$ cat src/rtl/camara_pkg.sv
// Shared types and constants for the OV7670 + AL422 FIFO capture/readout path.
package camara_pkg;

    typedef enum logic [2:0] {
        StIdle,
        StArm,
        StWrst,
        StCapture,
        StStored,
        StRrst,
        StRead
    } state_e;

    localparam int unsigned DefHRes      = 160;
    localparam int unsigned DefVRes      = 120;
    localparam int unsigned DefBppBytes  = 2;
    localparam int unsigned DefRdDiv     = 2;
    localparam int unsigned DefRrstClks  = 2;

    // AL422 control pins are all active low.
    localparam logic FifoActive = 1'b0;
    localparam logic FifoIdle   = 1'b1;

    function automatic int unsigned clog2_min1(input int unsigned v);
        return (v > 1) ? $clog2(v) : 1;
    endfunction

endpackage

$ cat src/rtl/camara_rdclk_gen.sv
// FIFO read-clock divider: 50% duty rdclk of 2*RD_DIV clk cycles, plus a strobe
// that is high in the cycle whose closing edge drives rdclk low.
module camara_rdclk_gen
    import camara_pkg::*;
#(
    parameter int unsigned RD_DIV = DefRdDiv
) (
    input  logic clk_i,
    input  logic reset_i,
    input  logic en_i,
    input  logic clr_i,
    output logic rdclk_o,
    output logic fall_o
);

    localparam int unsigned CW = clog2_min1(RD_DIV);

    logic [CW-1:0] cnt_q, cnt_d;
    logic          rdclk_q, rdclk_d;

    always_comb begin
        cnt_d   = cnt_q;
        rdclk_d = rdclk_q;
        fall_o  = 1'b0;
        if (clr_i) begin
            cnt_d   = '0;
            rdclk_d = 1'b0;
        end else if (en_i) begin
            if (cnt_q == CW'(RD_DIV - 1)) begin
                cnt_d   = '0;
                rdclk_d = ~rdclk_q;
                fall_o  = rdclk_q;
            end else begin
                cnt_d = cnt_q + 1'b1;
            end
        end
    end

    always_ff @(posedge clk_i) begin
        if (reset_i) begin
            cnt_q   <= '0;
            rdclk_q <= 1'b0;
        end else begin
            cnt_q   <= cnt_d;
            rdclk_q <= rdclk_d;
        end
    end

    assign rdclk_o = rdclk_q;

endmodule

$ cat src/rtl/camara_fifo_reader.sv
// Frame capture into an AL422 FIFO bounded by VSYNC, then paced readout that
// assembles pixels with valid strobe and x/y coordinates.
module camara_fifo_reader
    import camara_pkg::*;
#(
    parameter int unsigned H_RES     = DefHRes,
    parameter int unsigned V_RES     = DefVRes,
    parameter int unsigned BPP_BYTES = DefBppBytes,
    parameter int unsigned RD_DIV    = DefRdDiv,
    parameter int unsigned RRST_CLKS = DefRrstClks,
    localparam int unsigned XW       = clog2_min1(H_RES),
    localparam int unsigned YW       = clog2_min1(V_RES),
    localparam int unsigned PW       = 8 * BPP_BYTES
) (
    input  logic          clk_i,
    input  logic          reset_i,
    input  logic          takepicture_i,
    input  logic          leer_i,
    input  logic          vsync_i,
    input  logic [7:0]    din_i,
    output logic          we_o,
    output logic          wrst_o,
    output logic          rrst_o,
    output logic          oe_o,
    output logic          rdclk_o,
    output logic [PW-1:0] pix_data_o,
    output logic          pix_valid_o,
    output logic [XW-1:0] pix_x_o,
    output logic [YW-1:0] pix_y_o,
    output logic          frame_ready_o,
    output logic          frame_done_o,
    output logic          busy_o,
    output logic          led_o
);

    localparam int unsigned BW = clog2_min1(BPP_BYTES);
    localparam int unsigned RW = clog2_min1(RRST_CLKS);

    state_e state_q, state_d;

    // vs_q[0..1] synchroniser, vs_q[2] previous synchronised value
    logic [2:0]    vs_q;
    logic          vs_rise, vs_fall;

    logic [RW-1:0] rrst_cnt_q, rrst_cnt_d;
    logic [BW-1:0] byte_cnt_q, byte_cnt_d;
    logic [PW-1:0] sh_q, sh_d;
    logic [XW-1:0] x_q, x_d;
    logic [YW-1:0] y_q, y_d;
    logic          last_q, last_d;
    logic          end_q, end_d;
    logic          fin_q, fin_d;

    logic          we_q, we_d;
    logic          wrst_q, wrst_d;
    logic          rrst_q, rrst_d;
    logic          oe_q, oe_d;
    logic [PW-1:0] pix_data_q, pix_data_d;
    logic          pix_valid_q, pix_valid_d;
    logic [XW-1:0] pix_x_q, pix_x_d;
    logic [YW-1:0] pix_y_q, pix_y_d;
    logic          frame_ready_q, frame_ready_d;
    logic          frame_done_q, frame_done_d;
    logic          busy_q, busy_d;
    logic          led_q, led_d;

    logic          rd_active, rd_en, rd_clr, rd_fall;

    assign vs_rise   = vs_q[1] & ~vs_q[2];
    assign vs_fall   = ~vs_q[1] & vs_q[2];
    assign rd_active = (state_q == StRrst) || (state_q == StRead);
    // Stop the read clock once the final byte of the frame is latched.
    assign rd_en     = rd_active && !end_q;
    assign rd_clr    = !rd_active;

    camara_rdclk_gen #(
        .RD_DIV (RD_DIV)
    ) u_rdclk_gen (
        .clk_i   (clk_i),
        .reset_i (reset_i),
        .en_i    (rd_en),
        .clr_i   (rd_clr),
        .rdclk_o (rdclk_o),
        .fall_o  (rd_fall)
    );

    always_comb begin
        state_d = state_q;
        case (state_q)
            StIdle:    if (takepicture_i) state_d = StArm;
            StArm:     if (vs_rise) state_d = StWrst;
            StWrst:    if (vs_fall) state_d = StCapture;
            StCapture: if (vs_rise) state_d = StStored;
            StStored: begin
                if (leer_i) begin
                    state_d = StRrst;
                end else if (takepicture_i) begin
                    state_d = StArm;
                end
            end
            StRrst: begin
                if (rd_fall && rrst_cnt_q == RW'(RRST_CLKS - 1)) state_d = StRead;
            end
            StRead:    if (fin_q) state_d = StStored;
            default:   state_d = StIdle;
        endcase
    end

    always_comb begin
        rrst_cnt_d   = '0;
        byte_cnt_d   = '0;
        sh_d         = '0;
        x_d          = '0;
        y_d          = '0;
        last_d       = 1'b0;
        end_d        = 1'b0;
        fin_d        = 1'b0;
        pix_data_d   = pix_data_q;
        pix_valid_d  = 1'b0;
        pix_x_d      = pix_x_q;
        pix_y_d      = pix_y_q;
        frame_done_d = 1'b0;

        if (state_q == StRrst) begin
            rrst_cnt_d = rd_fall ? rrst_cnt_q + 1'b1 : rrst_cnt_q;
        end

        if (state_q == StRead) begin
            byte_cnt_d   = byte_cnt_q;
            sh_d         = sh_q;
            x_d          = x_q;
            y_d          = y_q;
            end_d        = end_q;
            frame_done_d = fin_q;
            if (rd_fall) begin
                sh_d   = (sh_q << 8) | PW'(din_i);
                last_d = (byte_cnt_q == BW'(BPP_BYTES - 1));
                byte_cnt_d = last_d ? '0 : byte_cnt_q + 1'b1;
                if (last_d && x_q == XW'(H_RES - 1) && y_q == YW'(V_RES - 1)) begin
                    end_d = 1'b1;
                end
            end
            // Pixel is published one clk after its final byte is latched.
            if (last_q) begin
                pix_valid_d = 1'b1;
                pix_data_d  = sh_q;
                pix_x_d     = x_q;
                pix_y_d     = y_q;
                fin_d       = end_q;
                if (x_q == XW'(H_RES - 1)) begin
                    x_d = '0;
                    y_d = (y_q == YW'(V_RES - 1)) ? '0 : y_q + 1'b1;
                end else begin
                    x_d = x_q + 1'b1;
                end
            end
        end

        we_d          = (state_d == StCapture) ? FifoActive : FifoIdle;
        wrst_d        = (state_d == StWrst)    ? FifoActive : FifoIdle;
        rrst_d        = (state_d == StRrst)    ? FifoActive : FifoIdle;
        oe_d          = (state_d == StRead)    ? FifoActive : FifoIdle;
        frame_ready_d = (state_d == StStored) || (state_d == StRrst) || (state_d == StRead);
        busy_d        = !((state_d == StIdle) || (state_d == StStored));
        led_d         = (state_d == StCapture);
    end

    always_ff @(posedge clk_i) begin
        if (reset_i) begin
            state_q       <= StIdle;
            vs_q          <= '0;
            rrst_cnt_q    <= '0;
            byte_cnt_q    <= '0;
            sh_q          <= '0;
            x_q           <= '0;
            y_q           <= '0;
            last_q        <= 1'b0;
            end_q         <= 1'b0;
            fin_q         <= 1'b0;
            we_q          <= FifoIdle;
            wrst_q        <= FifoIdle;
            rrst_q        <= FifoIdle;
            oe_q          <= FifoIdle;
            pix_data_q    <= '0;
            pix_valid_q   <= 1'b0;
            pix_x_q       <= '0;
            pix_y_q       <= '0;
            frame_ready_q <= 1'b0;
            frame_done_q  <= 1'b0;
            busy_q        <= 1'b0;
            led_q         <= 1'b1;
        end else begin
            state_q       <= state_d;
            vs_q          <= {vs_q[1:0], vsync_i};
            rrst_cnt_q    <= rrst_cnt_d;
            byte_cnt_q    <= byte_cnt_d;
            sh_q          <= sh_d;
            x_q           <= x_d;
            y_q           <= y_d;
            last_q        <= last_d;
            end_q         <= end_d;
            fin_q         <= fin_d;
            we_q          <= we_d;
            wrst_q        <= wrst_d;
            rrst_q        <= rrst_d;
            oe_q          <= oe_d;
            pix_data_q    <= pix_data_d;
            pix_valid_q   <= pix_valid_d;
            pix_x_q       <= pix_x_d;
            pix_y_q       <= pix_y_d;
            frame_ready_q <= frame_ready_d;
            frame_done_q  <= frame_done_d;
            busy_q        <= busy_d;
            led_q         <= led_d;
        end
    end

    assign we_o          = we_q;
    assign wrst_o        = wrst_q;
    assign rrst_o        = rrst_q;
    assign oe_o          = oe_q;
    assign pix_data_o    = pix_data_q;
    assign pix_valid_o   = pix_valid_q;
    assign pix_x_o       = pix_x_q;
    assign pix_y_o       = pix_y_q;
    assign frame_ready_o = frame_ready_q;
    assign frame_done_o  = frame_done_q;
    assign busy_o        = busy_q;
    assign led_o         = led_q;

endmodule

$ cat config.mk
export PLATFORM = sky130hd
export DESIGN_NAME = camara_fifo_reader
export DESIGN_NICKNAME = d
export VERILOG_FILES = /design/src/rtl/camara_pkg.sv /design/src/rtl/camara_rdclk_gen.sv /design/src/rtl/camara_fifo_reader.sv
export SDC_FILE = /design/constraint.sdc
export NUM_CORES = 1
export LEC_CHECK = 0
export CAP_MARGIN = 20
export CORE_MARGIN = 2
export CORE_UTILIZATION = 28
export CTS_CLUSTER_SIZE = 30
export DETAILED_ROUTE_END_ITERATION = 8
export GPL_ROUTABILITY_DRIVEN = 0
export GPL_TIMING_DRIVEN = 0
export SLEW_MARGIN = 15
export SYNTH_ARGS = -nofsm -noshare
export SYNTH_HDL_FRONTEND = slang
export SYNTH_SLANG_ARGS = --single-unit
export TNS_END_PERCENT = 100
$ cat constraint.sdc
create_clock -name clk_i -period 1.7 [get_ports clk_i]
set_input_delay 0.17 -clock clk_i [delete_from_list [all_inputs] [get_ports clk_i]]
set_output_delay 0.17 -clock clk_i [all_outputs]
set_load 0.05 [all_outputs]
Word level (Yosys, flattened, before mapping)
Cells that the tools add are included.
{ "word_totals": {"regBits": 84, "input_bits": 13, "out_inout_bits": 41} }
{ "op_classes": {"n_addsub": 5, "n_eq_ne": 13, "n_mux": 20, "bitwise": 11, "reduce_logical": 21} }
{ "op_table": {"columns": ["operator", "count"], "rows": [
  ["$mux W3", 7],
  ["$pmux W3 S7", 1],
  ["$eq A3 B3 Y1 const B", 6],
  ["$or A16 B8 Y16", 1],
  ["$eq A3 B2 Y1 const B", 4],
  ["$mux W1", 10],
  ["$add A8 B1 Y8 const B", 1],
  ["$eq A8 B8 Y1 const B", 1],
  ["$mux W8", 1],
  ["$not A1 Y1", 8],
  ["$reduce_and A2 Y1", 4],
  ["$add A7 B1 Y7 const B", 1],
  ["$eq A7 B7 Y1 const B", 1],
  ["$mux W7", 1],
  ["$logic_not A3 Y1", 2],
  ["$reduce_or A2 Y1", 3],
  ["$reduce_or A3 Y1", 2],
  ["$logic_and A1 B1 Y1", 4],
  ["$logic_or A1 B1 Y1", 4],
  ["$add A1 B1 Y1 const B", 3],
  ["$eq A3 B1 Y1 const B", 1],
  ["$and A1 B1 Y1", 2],
  ["$logic_not A1 Y1", 2]
]} }

Logic depth before layout (Yosys ltp)
{ "depth": {"word_depth": 11, "mapped_depth": 6, "mapped_depth_nobuf": 5} }

Hierarchy
A second synthesis with hierarchy kept.
{ "hier_totals": {"cells_unflattened": 354, "hier_area_um2": 3234.4} }
{ "modules_own_cells": {"columns": ["module", "instances", "cells_each", "area_each_um2", "seq_area_each_um2"], "rows": [
  ["camara_fifo_reader", 1, 346, 3139.3, 1641.6],
  ["camara_rdclk_gen", 1, 8, 95.1, 40.0]
]} }

Worst setup path before layout
Ideal clock, no wire load.
{ "synth_timing": {"path_type": "flip-flop to flip-flop", "from": "register x_q[0]", "to": "register y_q[6]", "setup_ps": 70, "arrival_ps": 1486, "required_ps": 1630, "slack_ps": 144, "path_stages_with_launch": 7, "path_buffers": 1, "synth_period_minus_slack_ps": 1556, "cell_sequence": "dfxtp_1 > ha_1 > and2_1 > clkbuf_2 > nand3_4 > or4_1 > a21oi_1"} }
{ "synth_between": {"elab_chain_len": 2} }
{ "synth_rtl": {"columns": ["element", "line", "source"], "rows": [
  ["from (decl)", "camara_fifo_reader.sv:48", "logic [XW-1:0] x_q, x_d;"],
  ["from (signal assigned)", "camara_fifo_reader.sv:175", "x_q <= '0;"],
  ["from (signal assigned)", "camara_fifo_reader.sv:198", "x_q <= x_d;"],
  ["$eq A8 B8 Y1", "camara_fifo_reader.sv:150", "if (x_q == XW'(H_RES - 1)) begin"],
  ["$reduce_and A2 Y1 (no source line)", null, null],
  ["to (signal assigned)", "camara_fifo_reader.sv:199", "y_q <= y_d;"],
  ["to (decl)", "camara_fifo_reader.sv:49", "logic [YW-1:0] y_q, y_d;"]
]} }
No other way between the ends.
A chain may end at the register's enable or synchronous reset.

Final worst setup path
{ "layout_timing": {"from": "register pix_data_q[8], in the netlist pix_data_o[8]", "to": "output pix_data_o[8]"} }
{ "layout_lines": {"columns": ["element", "line", "source"], "rows": [
  ["from (decl)", "camara_fifo_reader.sv:58", "logic [PW-1:0] pix_data_q, pix_data_d;"],
  ["from (signal assigned)", "camara_fifo_reader.sv:207", "pix_data_q <= pix_data_d;"],
  ["to (decl)", "camara_fifo_reader.sv:26", "output logic [PW-1:0] pix_data_o,"]
]} }
No word-level cell between the ends.

==> tab_implementation.tex <==
\begin{tabular}{lr}
\hline
Metric & Value \\
\hline
\multicolumn{2}{l}{\textbf{Routing}} \\
Post-Route M1 WL & 3.59 mm \\
Detailed-route via count & 2652 \\
Count of unresolved DRC violations after routing & 0 \\
Number of DRC markers in iteration 0 & 117 \\
Top metal layer carrying routed signals & met4 \\
Number of vias per cell & 4.53 \\
Post-Route WL & 7.64 mm \\
Antenna-violating nets left & 0 \\
Met2 wire length & 3.68 mm \\
Count of TritonRoute iterations in the first routing pass & 4 \\
WL per Instance & 13.1 µm \\
Detailed-routed wire length on met3 & 313 µm \\
\multicolumn{2}{l}{\textbf{Worst setup path}} \\
CP max stage cell & clkdlybuf4s50\_1 \\
Required time of the critical path & 1.53 ns \\
Largest fanout of any net on the critical path & 2 \\
Element type at the critical path end & output pin \\
Number of buffers and inverters on the critical path & 1 \\
Crit path max-delay family & buffers and inverters \\
Arr. time, crit path & 1.50 ns \\
Crit path kind & reg2out \\
Cell chain of the critical path & clkdlybuf4s50\_1 \\
Biggest cell delay along the critical path & 0.81 ns \\
Critical Path Source Type & register \\
\multicolumn{2}{l}{\textbf{Floorplan}} \\
Number of rows in the core area & 39 \\
Core ar. & 11300 µm² \\
Die height & 111 µm \\
Count of pins on the block boundary & 54 \\
Area enclosed by the die boundary & 12400 µm² \\
Die Width & 111 µm \\
Effective utilization at floorplan & 28.6\% \\
\multicolumn{2}{l}{\textbf{GRT}} \\
All-layer global routing usage & 12.3\% \\
Maximum number of pins on one net before global-route repair & 15 \\
Via count of the first global-routing pass & 2559 \\
Wire length of the first global-routing pass & 12.4 mm \\
Number of antenna violations at the first check in global routing & 0 \\
Overflow left after global routing & 0 \\
\multicolumn{2}{l}{\textbf{Final layout}} \\
Highest-count cells in the layout ignoring fill and taps & 106 x nand2\_1, 82 x dfxtp\_1, 51 x a21oi\_1 \\
Util after Layout & 38.1\% \\
Share of cells above drive strength 1 & 12.2\% \\
Antenna diode instance count & 0 \\
Most frequent standard cell in the layout excluding fill and tap cells & nand2\_1 \\
Growth of design area from synthesis to finish & 33.2\% \\
Total number of nets in the final design & 452 \\
\multicolumn{2}{l}{\textbf{Power and ir drop}} \\
Cell Pwr Density & 998 nW/µm² \\
Leak & 1.44 nW \\
Max VDD drop & 0.408 mV \\
\multicolumn{2}{l}{\textbf{Logic synthesis}} \\
Total number of yosys warnings & 0 \\
Net count of the mapped netlist & 389 \\
Post-synth EDFFs & 0 \\
Share of synthesized area occupied by flip-flops and latches & 52.0\% \\
Synthesis-stage register bit count & 84 \\
Top\_reg\_cell synth & dfxtp\_1 \\
Total standard cell area after synthesis & 3230 µm² \\
Mean instance size in the synthesized netlist & 8.64 µm² \\
Number of instances in the synthesized netlist & 374 \\
Number of distinct library cell variants in the gate-level netlist after synthesis & 49 \\
Asr flop ratio synth & 0\% \\
\multicolumn{2}{l}{\textbf{STA}} \\
Setup repair after global routing missed its margin & yes \\
Final hold violations & 0 \\
Crit path time final & 1.67 ns \\
Worst rel slew slack & 65.5\% \\
Final Max Tran Viols & 0 \\
Ratio of final minimum period to clock period & 98.3\% \\
Tightest hold margin & 0.258 ns \\
Top achievable clock speed & 598 MHz \\
Transition time of the tightest slew-check pin & 0.516 ns \\
Worst clock skew & 0.00828 ns \\
Worst setup margin & 0.0291 ns \\
Final setup violation count & 0 \\
\multicolumn{2}{l}{\textbf{Clock tree}} \\
Root buffer selected by CTS & clkbuf\_16 \\
TritonCTS clock tree & done \\
Maximum clock path buffer count & 2 \\
H-Tree Level Count & 3 \\
Cts bufs inserted & 9 \\
Worst-path clk slew & 0.06 ns \\
Clock latency of the later-clocked register in the worst-skew pair & 0.33 ns \\
Number of sinks handled by clock tree synthesis & 84 \\
Hold bufs inserted after CTS & 0 \\
\multicolumn{2}{l}{\textbf{Run status}} \\
Result of the run & complete, no violations \\
\multicolumn{2}{l}{\textbf{Placed design}} \\
Detailed placement HPWL & 5.47 mm \\
Worst-case setup slack after placement & -0.0743 ns \\
Count of buffers from port buffering & 52 \\
\multicolumn{2}{l}{\textbf{Worst hold path}} \\
Hold Path Class & in2reg \\
\multicolumn{2}{l}{\textbf{Flow run}} \\
\# Max-Cap Violations & 0 \\
\hline
\end{tabular}
## Yosys cell counts, types with 2 or more instances
| cell | instances | area share [%] |
|---|---|---|
| nand2_1 | 106 | 12 |
| dfxtp_1 | 84 | 52 |
| a21oi_1 | 52 | 8.0 |
| nor2_1 | 19 | 2.2 |
| buf_2 | 11 | 1.7 |
| clkbuf_1 | 8 | 0.93 |
| nand3_1 | 8 | 1.2 |
| nor2b_1 | 8 | 1.5 |
| xnor2_1 | 7 | 1.9 |
| xor2_1 | 7 | 1.9 |
| nand4_1 | 5 | 0.97 |
| and2_1 | 4 | 0.77 |
| and3_1 | 4 | 0.77 |
| buf_4 | 4 | 0.93 |
| nand2b_1 | 3 | 0.58 |
| nor3_1 | 3 | 0.46 |
| nor4_1 | 3 | 0.58 |
| o21ai_0 | 3 | 0.46 |
| and3b_1 | 2 | 0.54 |
| ha_1 | 2 | 0.77 |
| inv_1 | 2 | 0.23 |
| nand4b_1 | 2 | 0.54 |
## registers in the layout (all words and copies together), names as in the netlist, 3 cells and up
| signal | flops |
|---|---|
| pix_data_o | 16 |
| sh_q | 16 |
| pix_x_o | 8 |
| x_q | 8 |
| pix_y_o | 7 |
| y_q | 7 |
| state_q | 3 |
| vs_q | 3 |
## worst paths after layout
check / startpoint / end / slack [ns] / depth (start not counted)
min: reset_i / vs_q[2]$_SDFF_PP0_ / 0.26 / 2
max reg2reg: x_q[0]$_SDFFE_PP0P_ / y_q[6]$_SDFFE_PP0P_ / 0.08 / 6
min reg2reg: vs_q[0]$_SDFF_PP0_ / vs_q[1]$_SDFF_PP0_ / 0.45 / 1
max: pix_data_o[8]$_SDFFE_PP0P_ / pix_data_o[8] / 0.03 / 1
## cell type report
| type | count | area, µm² |
|---|---|---|
| Buffer | 23 | 126 |
| Multi-Input combinational cell | 264 | 1450 |
| Fill cell | 1198 | 7010 |
| Tap cell | 143 | 179 |
| Inverter | 2 | 7.51 |
| Timing Repair Buffer | 53 | 529 |
| Clock buffer | 11 | 253 |
| Sequential cell | 84 | 1680 |
| Clock inverter | 5 | 83.8 |
## metrics by stage
stage	power (mW)	TNS [ns]	std cells	instance area (µm²)
final	4.30	0	585	4310
after detailed placement	2.20	-0.180	569	3930
after global routing	4.43	-0.0218	585	4310
after global placement	2.20	-0.170	569	3930
after floorplan	2.14	0	374	3230
after CTS	4.34	0	585	4270
## cells by family (layout without fill, tap and decap cells)
family	after synthesis	in the layout	synth area share, %
compound gates	67	67	12.2
flops	84	84	52.0
buf+inv	26	94	3.95
mux	2	2	0.658
fa+ha+maj	2	2	0.774
xor+xnor	14	14	3.79
simple gates	179	179	26.7
## worst register-to-register path: cells and delay by family, from the launching register on
kind                       cells  cell delay (ns)
AOI/OAI and AO/OA              1             0.15
adders and majority gates      1             0.19
buffers and inverters          1             0.13
DFF                            1             0.36
and+or+nand+nor                3             0.72
## repair_timing
action / 4_1_cts / 5_1_grt
pin swaps: 0 / 1
gates resized for setup: 8 / 12
setup endpoints to repair: 5 / 21
buffers inserted: 0 / 1
## metal layers
layer	track usage [%]	up-vias
met5	0	-
met4	3.05	0
met3	3.92	6
met2	21.0	41
met1	15.1	1223
li1	-	1382
## power breakdown
group | switching (mW) | leakage (nW) | internal (mW)
combinational | 0.0948 | 0.602 | 0.0709
sequential | 0.0113 | 0.679 | 1.98
clock | 0.769 | 0.158 | 1.37
(Power assumes the default switching activity.)
